### src/rtl/pc_gen_pkg.sv
// rtl/pc_gen_pkg.sv - shared parameters and types for the program counter generator
package pc_gen_pkg;

    localparam int PC_GEN_BTB_DEPTH = 16;
    localparam int PC_GEN_CNT_W     = 2;
    localparam logic [31:0] CPU_RESET_ADDR = 32'h0000_0000;

    typedef enum logic [2:0] {
        NPC_FLUSH,
        NPC_MISPRED,
        NPC_HOLD,
        NPC_PRED,
        NPC_SEQ
    } npc_sel_e;

endpackage

### src/rtl/pc_gen_btb_dm.sv
// rtl/pc_gen_btb_dm.sv - direct-mapped branch target buffer with saturating direction counters
module btb_dm
    import pc_gen_pkg::*;
#(
    parameter int ADDR_W = 32,
    parameter int DEPTH  = PC_GEN_BTB_DEPTH,
    parameter int CNT_W  = PC_GEN_CNT_W
) (
    input  logic              clk,
    input  logic              rstn,
    input  logic              i_clr,
    input  logic [ADDR_W-1:0] i_lookup_addr,
    output logic              o_pred_taken,
    output logic [ADDR_W-1:0] o_pred_target,
    input  logic              i_upd_valid,
    input  logic [ADDR_W-1:0] i_upd_pc,
    input  logic              i_upd_taken,
    input  logic [ADDR_W-1:0] i_upd_target
);

    localparam int IDX_W = $clog2(DEPTH);
    localparam int TAG_W = ADDR_W - IDX_W - 2;
    localparam logic [CNT_W-1:0] CNT_MAX  = '1;
    localparam logic [CNT_W-1:0] CNT_WEAK = CNT_W'(1) << (CNT_W - 1);

    logic [DEPTH-1:0]  r_valid;
    logic [TAG_W-1:0]  r_tag    [DEPTH];
    logic [ADDR_W-1:0] r_target [DEPTH];
    logic [CNT_W-1:0]  r_cnt    [DEPTH];

    logic [IDX_W-1:0] w_lk_idx;
    logic [TAG_W-1:0] w_lk_tag;
    logic             w_lk_hit;
    logic [IDX_W-1:0] w_up_idx;
    logic [TAG_W-1:0] w_up_tag;
    logic             w_up_hit;
    logic             w_write;
    logic [CNT_W-1:0] w_cnt_next;
    logic             w_unused_lsbs;

    assign w_unused_lsbs = ^{i_lookup_addr[1:0], i_upd_pc[1:0]};

    assign w_lk_idx = i_lookup_addr[IDX_W+1:2];
    assign w_lk_tag = i_lookup_addr[ADDR_W-1:IDX_W+2];
    assign w_lk_hit = r_valid[w_lk_idx] && (r_tag[w_lk_idx] == w_lk_tag);

    assign o_pred_taken  = w_lk_hit && r_cnt[w_lk_idx][CNT_W-1];
    assign o_pred_target = o_pred_taken ? r_target[w_lk_idx] : '0;

    assign w_up_idx = i_upd_pc[IDX_W+1:2];
    assign w_up_tag = i_upd_pc[ADDR_W-1:IDX_W+2];
    assign w_up_hit = r_valid[w_up_idx] && (r_tag[w_up_idx] == w_up_tag);
    // Not-taken misses leave the entry alone so they cannot evict a useful branch.
    assign w_write  = i_upd_valid && (w_up_hit || i_upd_taken);

    always_comb begin
        w_cnt_next = r_cnt[w_up_idx];
        if (!w_up_hit) begin
            w_cnt_next = CNT_WEAK;
        end else if (i_upd_taken) begin
            if (r_cnt[w_up_idx] != CNT_MAX) w_cnt_next = r_cnt[w_up_idx] + CNT_W'(1);
        end else begin
            if (r_cnt[w_up_idx] != '0) w_cnt_next = r_cnt[w_up_idx] - CNT_W'(1);
        end
    end

    always_ff @(posedge clk or negedge rstn) begin
        if (!rstn) begin
            r_valid <= '0;
        end else if (i_clr) begin
            r_valid <= '0;
        end else if (w_write && !w_up_hit) begin
            r_valid[w_up_idx] <= 1'b1;
        end
    end

    // Payload arrays carry no reset; the valid bits alone gate every hit.
    always_ff @(posedge clk) begin
        if (w_write) begin
            r_cnt[w_up_idx] <= w_cnt_next;
            if (i_upd_taken) begin
                r_tag[w_up_idx]    <= w_up_tag;
                r_target[w_up_idx] <= i_upd_target;
            end
        end
    end

endmodule

### src/rtl/pc_gen.sv
// rtl/pc_gen.sv - fetch program counter with BTB-driven next-pc selection
module pc_gen
    import pc_gen_pkg::*;
#(
    parameter int                ADDR_W     = 32,
    parameter logic [ADDR_W-1:0] RESET_ADDR = ADDR_W'(CPU_RESET_ADDR),
    parameter int                BTB_DEPTH  = PC_GEN_BTB_DEPTH,
    parameter int                CNT_W      = PC_GEN_CNT_W
) (
    input  logic              clk,
    input  logic              rstn,
    input  logic              hold_i,
    input  logic              flush_i,
    input  logic [ADDR_W-1:0] flush_pc_i,
    input  logic              btb_clr_i,
    input  logic              ex_valid_i,
    input  logic [ADDR_W-1:0] ex_pc_i,
    input  logic              ex_taken_i,
    input  logic [ADDR_W-1:0] ex_target_i,
    input  logic              ex_mispredict_i,
    output logic [ADDR_W-1:0] pc_o,
    output logic              pred_taken_o,
    output logic [ADDR_W-1:0] pred_target_o
);

    logic [ADDR_W-1:0] r_pc;
    logic [ADDR_W-1:0] w_pc_next;
    logic [ADDR_W-1:0] w_recover_pc;
    logic              w_pred_taken;
    logic [ADDR_W-1:0] w_pred_target;
    npc_sel_e          w_sel;

    btb_dm #(
        .ADDR_W (ADDR_W),
        .DEPTH  (BTB_DEPTH),
        .CNT_W  (CNT_W)
    ) u_btb (
        .clk           (clk),
        .rstn          (rstn),
        .i_clr         (btb_clr_i),
        .i_lookup_addr (r_pc),
        .o_pred_taken  (w_pred_taken),
        .o_pred_target (w_pred_target),
        .i_upd_valid   (ex_valid_i),
        .i_upd_pc      (ex_pc_i),
        .i_upd_taken   (ex_taken_i),
        .i_upd_target  (ex_target_i)
    );

    assign w_recover_pc = ex_taken_i ? ex_target_i : ex_pc_i + ADDR_W'(4);

    // A resolved mispredict outranks hold so a stalled front end still drops the wrong path.
    always_comb begin
        w_sel = NPC_SEQ;
        if (flush_i)                          w_sel = NPC_FLUSH;
        else if (ex_valid_i && ex_mispredict_i) w_sel = NPC_MISPRED;
        else if (hold_i)                      w_sel = NPC_HOLD;
        else if (w_pred_taken)                w_sel = NPC_PRED;
    end

    always_comb begin
        w_pc_next = r_pc + ADDR_W'(4);
        case (w_sel)
            NPC_FLUSH:   w_pc_next = flush_pc_i;
            NPC_MISPRED: w_pc_next = w_recover_pc;
            NPC_HOLD:    w_pc_next = r_pc;
            NPC_PRED:    w_pc_next = w_pred_target;
            default:     w_pc_next = r_pc + ADDR_W'(4);
        endcase
    end

    always_ff @(posedge clk or negedge rstn) begin
        if (!rstn) r_pc <= RESET_ADDR;
        else       r_pc <= w_pc_next;
    end

    assign pc_o          = r_pc;
    assign pred_taken_o  = w_pred_taken;
    assign pred_target_o = w_pred_target;

endmodule

### config.mk
export PLATFORM = sky130hd
export DESIGN_NAME = pc_gen
export DESIGN_NICKNAME = d
export VERILOG_FILES = /design/src/rtl/pc_gen_pkg.sv /design/src/rtl/pc_gen_btb_dm.sv /design/src/rtl/pc_gen.sv
export SDC_FILE = /design/constraint.sdc
export NUM_CORES = 1
export LEC_CHECK = 0
export ABC_CLOCK_PERIOD_IN_PS = 9250
export CAP_MARGIN = 25
export CORE_MARGIN = 8
export CORE_UTILIZATION = 50
export CTS_CLUSTER_DIAMETER = 40
export DETAILED_ROUTE_END_ITERATION = 8
export MAX_ROUTING_LAYER = met4
export PLACE_DENSITY = 0.75
export SYNTH_ARGS = -nofsm -noshare
export SYNTH_HDL_FRONTEND = slang
export SYNTH_SLANG_ARGS = --single-unit
### constraint.sdc
create_clock -name clk -period 9.25 [get_ports clk]
set_input_delay 1.85 -clock clk [delete_from_list [all_inputs] [get_ports clk]]
set_output_delay 1.85 -clock clk [all_outputs]
set_load 0.03 [all_outputs]
==> metrics.cfg <==
[cells_and_area]
stdcell_count = 4018
final_util_pct = 58.3
drive_gt1_share_pct = 25.3
finalNetCount = 2826
areaGrowthSynthToFinish_pct = 16.1
fin_area_um2 = 53200

[yosys]
avgSynthCellArea_um2 = 18.2
ys_warn_count = 0
ys_types = 86
syn_nets = 2626
yosys.area.top_type = edfxtp_1
synthesis.area_um2 = 45800
synth_top_flop_cell = edfxtp_1
synthArstFlopShare_pct = 4.76
synth_edf_count = 960
synth_seq_cells = 1008
synth_top_area_share_pct = 62.9
synth_cells = 2517
ys_top_cells_by_area = edfxtp_1, mux4_2, dfrtp_1
seq_area_frac_synth_pct = 65.6

[cts]
clkLatencyLatePin_ps = 750
htree_levels = 4
cts_resized = 0
clk_pin_slew_ps = 60
post_cts_buffers = 0
cts_buffer_depth = 3
cts_tree = done
cts_made_buffers = 132
holdBufCountCts = 0
cts.sinks = 1008
root_buffer = clkbuf_16

[floorplanning]
boundaryPins = 169
die_x_um = 319
die_y_um = 319
rows = 111
die_area_um2 = 102000
core_area_um2 = 91200
start_util_pct = 50.2

[drt]
drt_first_iter_violations = 4421
dr_total_vias = 27800
ant_nets = 0
post-route-drc-count = 0
wl_um = 145000
drt_pass1_iterations = 6
post_drt_wl_per_cell_um = 36.2
avgViaCountPerCell = 6.92

[setup_path]
worst-path-max-fanout = 52
path_buf_inv = 2
worst_ep_required_time_ps = 7400
cp-start-kind = register
path_class = register to output pin
reg2reg_from = pc_o[2]
path_delay_family = simple AND/OR/NAND/NOR gates
crit_chain = buf_4 > mux4_2 > mux2i_1 > nand2b_1 > nand3_1 > o31ai_1 > and3_1 > nand3_1 > nor2_4 > and2_1 > clkdlybuf4s50_1
reg2reg_slack_ps = 3750
cp_slowest_stage_delay_ps = 990
reg2reg_to = pc_o[6]
path_common_cell = nand3_1
reg2reg_depth = 10
end_kind = output pin
worstPathArrival_ps = 6420
slowest_stage = dfrtp_4

[sta]
tightest_slew_ps = 1200
hold_viol = 0
finalClockSkew_ps = 35.7
max_clock_freq_mhz = 121
fin_setup_tns_ps = 0
finalCritPeriodShare_pct = 89.5
setup_viol = 0
slew_headroom_pct = 19.6
finalCriticalPeriod_ps = 8270
slew_viol_final = 0
grt_setup_unrepaired = false

[grt]
grtUsageTotal_pct = 28.9
grt_pass1_vias = 28200
grt_max_degree = 96
antenna_found_initial = 11
grt_pass1_wl_um = 206000
overflow = 0

[placement]
portBuffers = 168
place_hpwl_um = 90100
place_area_um2 = 48700
place_inst = 3769
gp_routability_congestion = 0.996

[power_and_ir_drop]
power_frac_comb_pct = 13.0
irDropWorstVdd_mv = 0.195
internal_power_uw = 8820
pwr-share-clk_pct = 43.4
p_switching_uw = 3140
powerDensity_nw_per_um2 = 225
p_seq_share_pct = 43.6
power.leakage_uw = 0.0172
p_total_uw = 12000
switching_share_pct = 26.3

[worst_hold_path]
hold_class = register to register
min_to = u_btb.r_valid[9]
min_path_cells = 2
hp-start = u_btb.r_valid[9]

[job]
drv_cap = 0

[run_status]
outcome = completed

==> routing by layer <==
layer | global-route usage [%] | part of all wire [%] | up-vias
met5 | - | 0 | -
met4 | 10.2 | 3.5 | 0
met3 | 7.42 | 12 | 321
met2 | 43.6 | 47 | 2062
met1 | 38.4 | 38 | 14500
li1 | - | - | 10900
==> worst max path at each step <==
stage | start | endpoint | slack (ps) | cells after the start
4_1_cts | pc_o[2] | pred_target_o[20] | 1040 | 11
3_5_place_dp | pc_o[2] | pred_target_o[20] | 1870 | 11
6_report | pc_o[3] | pred_target_o[22] | 980 | 11
3_3_place_gp | pc_o[2] | pred_target_o[0] | 1990 | 10
2_1_floorplan | pc_o[2] | pred_target_o[0] | 3770 | 13
5_1_grt | pc_o[3] | pred_target_o[12] | 690 | 11
==> layout by cell type, fill, tap and decap left out, types with 17 or more instances in the layout <==
cell type	Yosys	routed
buf_4	14	63
clkbuf_16	0	134
nand4_1	25	25
nor3_1	31	31
mux2_2	17	17
nor2_1	99	99
and2_1	35	35
mux4_2	373	373
xor2_1	24	24
mux2i_1	103	103
dfrtp_1	48	45
xnor2_1	66	66
a21oi_1	65	65
a211oi_1	18	18
a22oi_1	18	18
nand3_1	48	48
inv_1	25	24
nand2_1	93	93
and3_1	44	28
clkdlybuf4s50_1	0	161
o21ai_0	56	56
edfxtp_1	960	960
inv_6	0	17
==> power groups by stage <==
stage | Clock (µW) | Sequential (µW) | Combinational [µW]
6_report | 5190 | 5210 | 1560
5_1_grt | 5410 | 5210 | 1620
4_1_cts | 5230 | 5200 | 1550
3_5_place_dp | 0 | 5290 | 1530
3_3_place_gp | 0 | 5290 | 1520
2_1_floorplan | 0 | 5230 | 1000
==> cell families (layout without fill, tap and decap cells) <==
kind of cell / after synthesis / count (layout) / share of synthesized area [%]
multiplexers: 498 / 498 / 21.3
other: 0 / 10 / 0
AND/OR/NAND/NOR: 451 / 451 / 5.10
flip-flops: 1008 / 1008 / 65.6
adder cells (fa/ha/maj): 5 / 5 / 0.137
buffers and inverters: 195 / 500 / 2.19
AO/OA/AOI/OAI: 270 / 270 / 4.01
XOR/XNOR: 90 / 90 / 1.72
==> cells in the mapped netlist, drive strengths merged, types with 6 or more instances <==
| master | count |
|---|---|
| o31ai | 6 |
| buf | 93 |
| a31oi | 6 |
| o2111ai | 6 |
| nand3 | 48 |
| nand4 | 25 |
| mux2 | 17 |
| and4 | 7 |
| o21ai | 58 |
| or3 | 8 |
| nor2b | 8 |
| a211oi | 19 |
| xor2 | 24 |
| a22oi | 18 |
| clkbuf | 75 |
| o22ai | 14 |
| edfxtp | 960 |
| nand3b | 7 |
| nor2 | 100 |
| and3 | 44 |
| a21oi | 65 |
| nand2b | 10 |
| nor4 | 12 |
| a221oi | 12 |
| inv | 26 |
| nor3 | 31 |
| mux2i | 104 |
| nand2 | 93 |
| mux4 | 377 |
| xnor2 | 66 |
| a22o | 14 |
| and2 | 35 |
| dfrtp | 48 |
==> worst reg2reg max path, stage by stage, from the launching register on <==
cell and delay [ps]:
dfrtp_4 950, buf_4 650, mux4_2 620, mux2i_1 510, o311ai_1 180, nor4_1 360
nand4b_1 170, nor4b_2 500, nand4_1 660, o31ai_1 540, a21oi_1 190
==> layout make-up <==
| class | instances | area (µm²) |
|---|---|---|
| antenna | 10 | 25.0 |
| clock buffer | 146 | 3410 |
| clock inverter | 93 | 1100 |
| fill | 6451 | 38100 |
| inverter | 27 | 103 |
| multi-input combinational | 1314 | 14800 |
| sequential | 1008 | 30000 |
| tap | 1186 | 1480 |
| timing repair buffer | 234 | 2190 |
==> per-stage QoR <==
step / setup slack, ps / hold slack (ps)
after global placement: 1990 / 495
final: 976 / 530
after floorplan: 3770 / 472
after detailed placement: 1870 / 511
after global routing: 690 / 545
after CTS: 1040 / 524
==> sequential cells by signal (all words and copies together), names as in the netlist <==
signal / count
u_btb.r_cnt: 32
pc_o: 32
u_btb.r_tag: 416
u_btb.r_valid: 16
u_btb.r_target: 512
(Power assumes the default switching activity.)
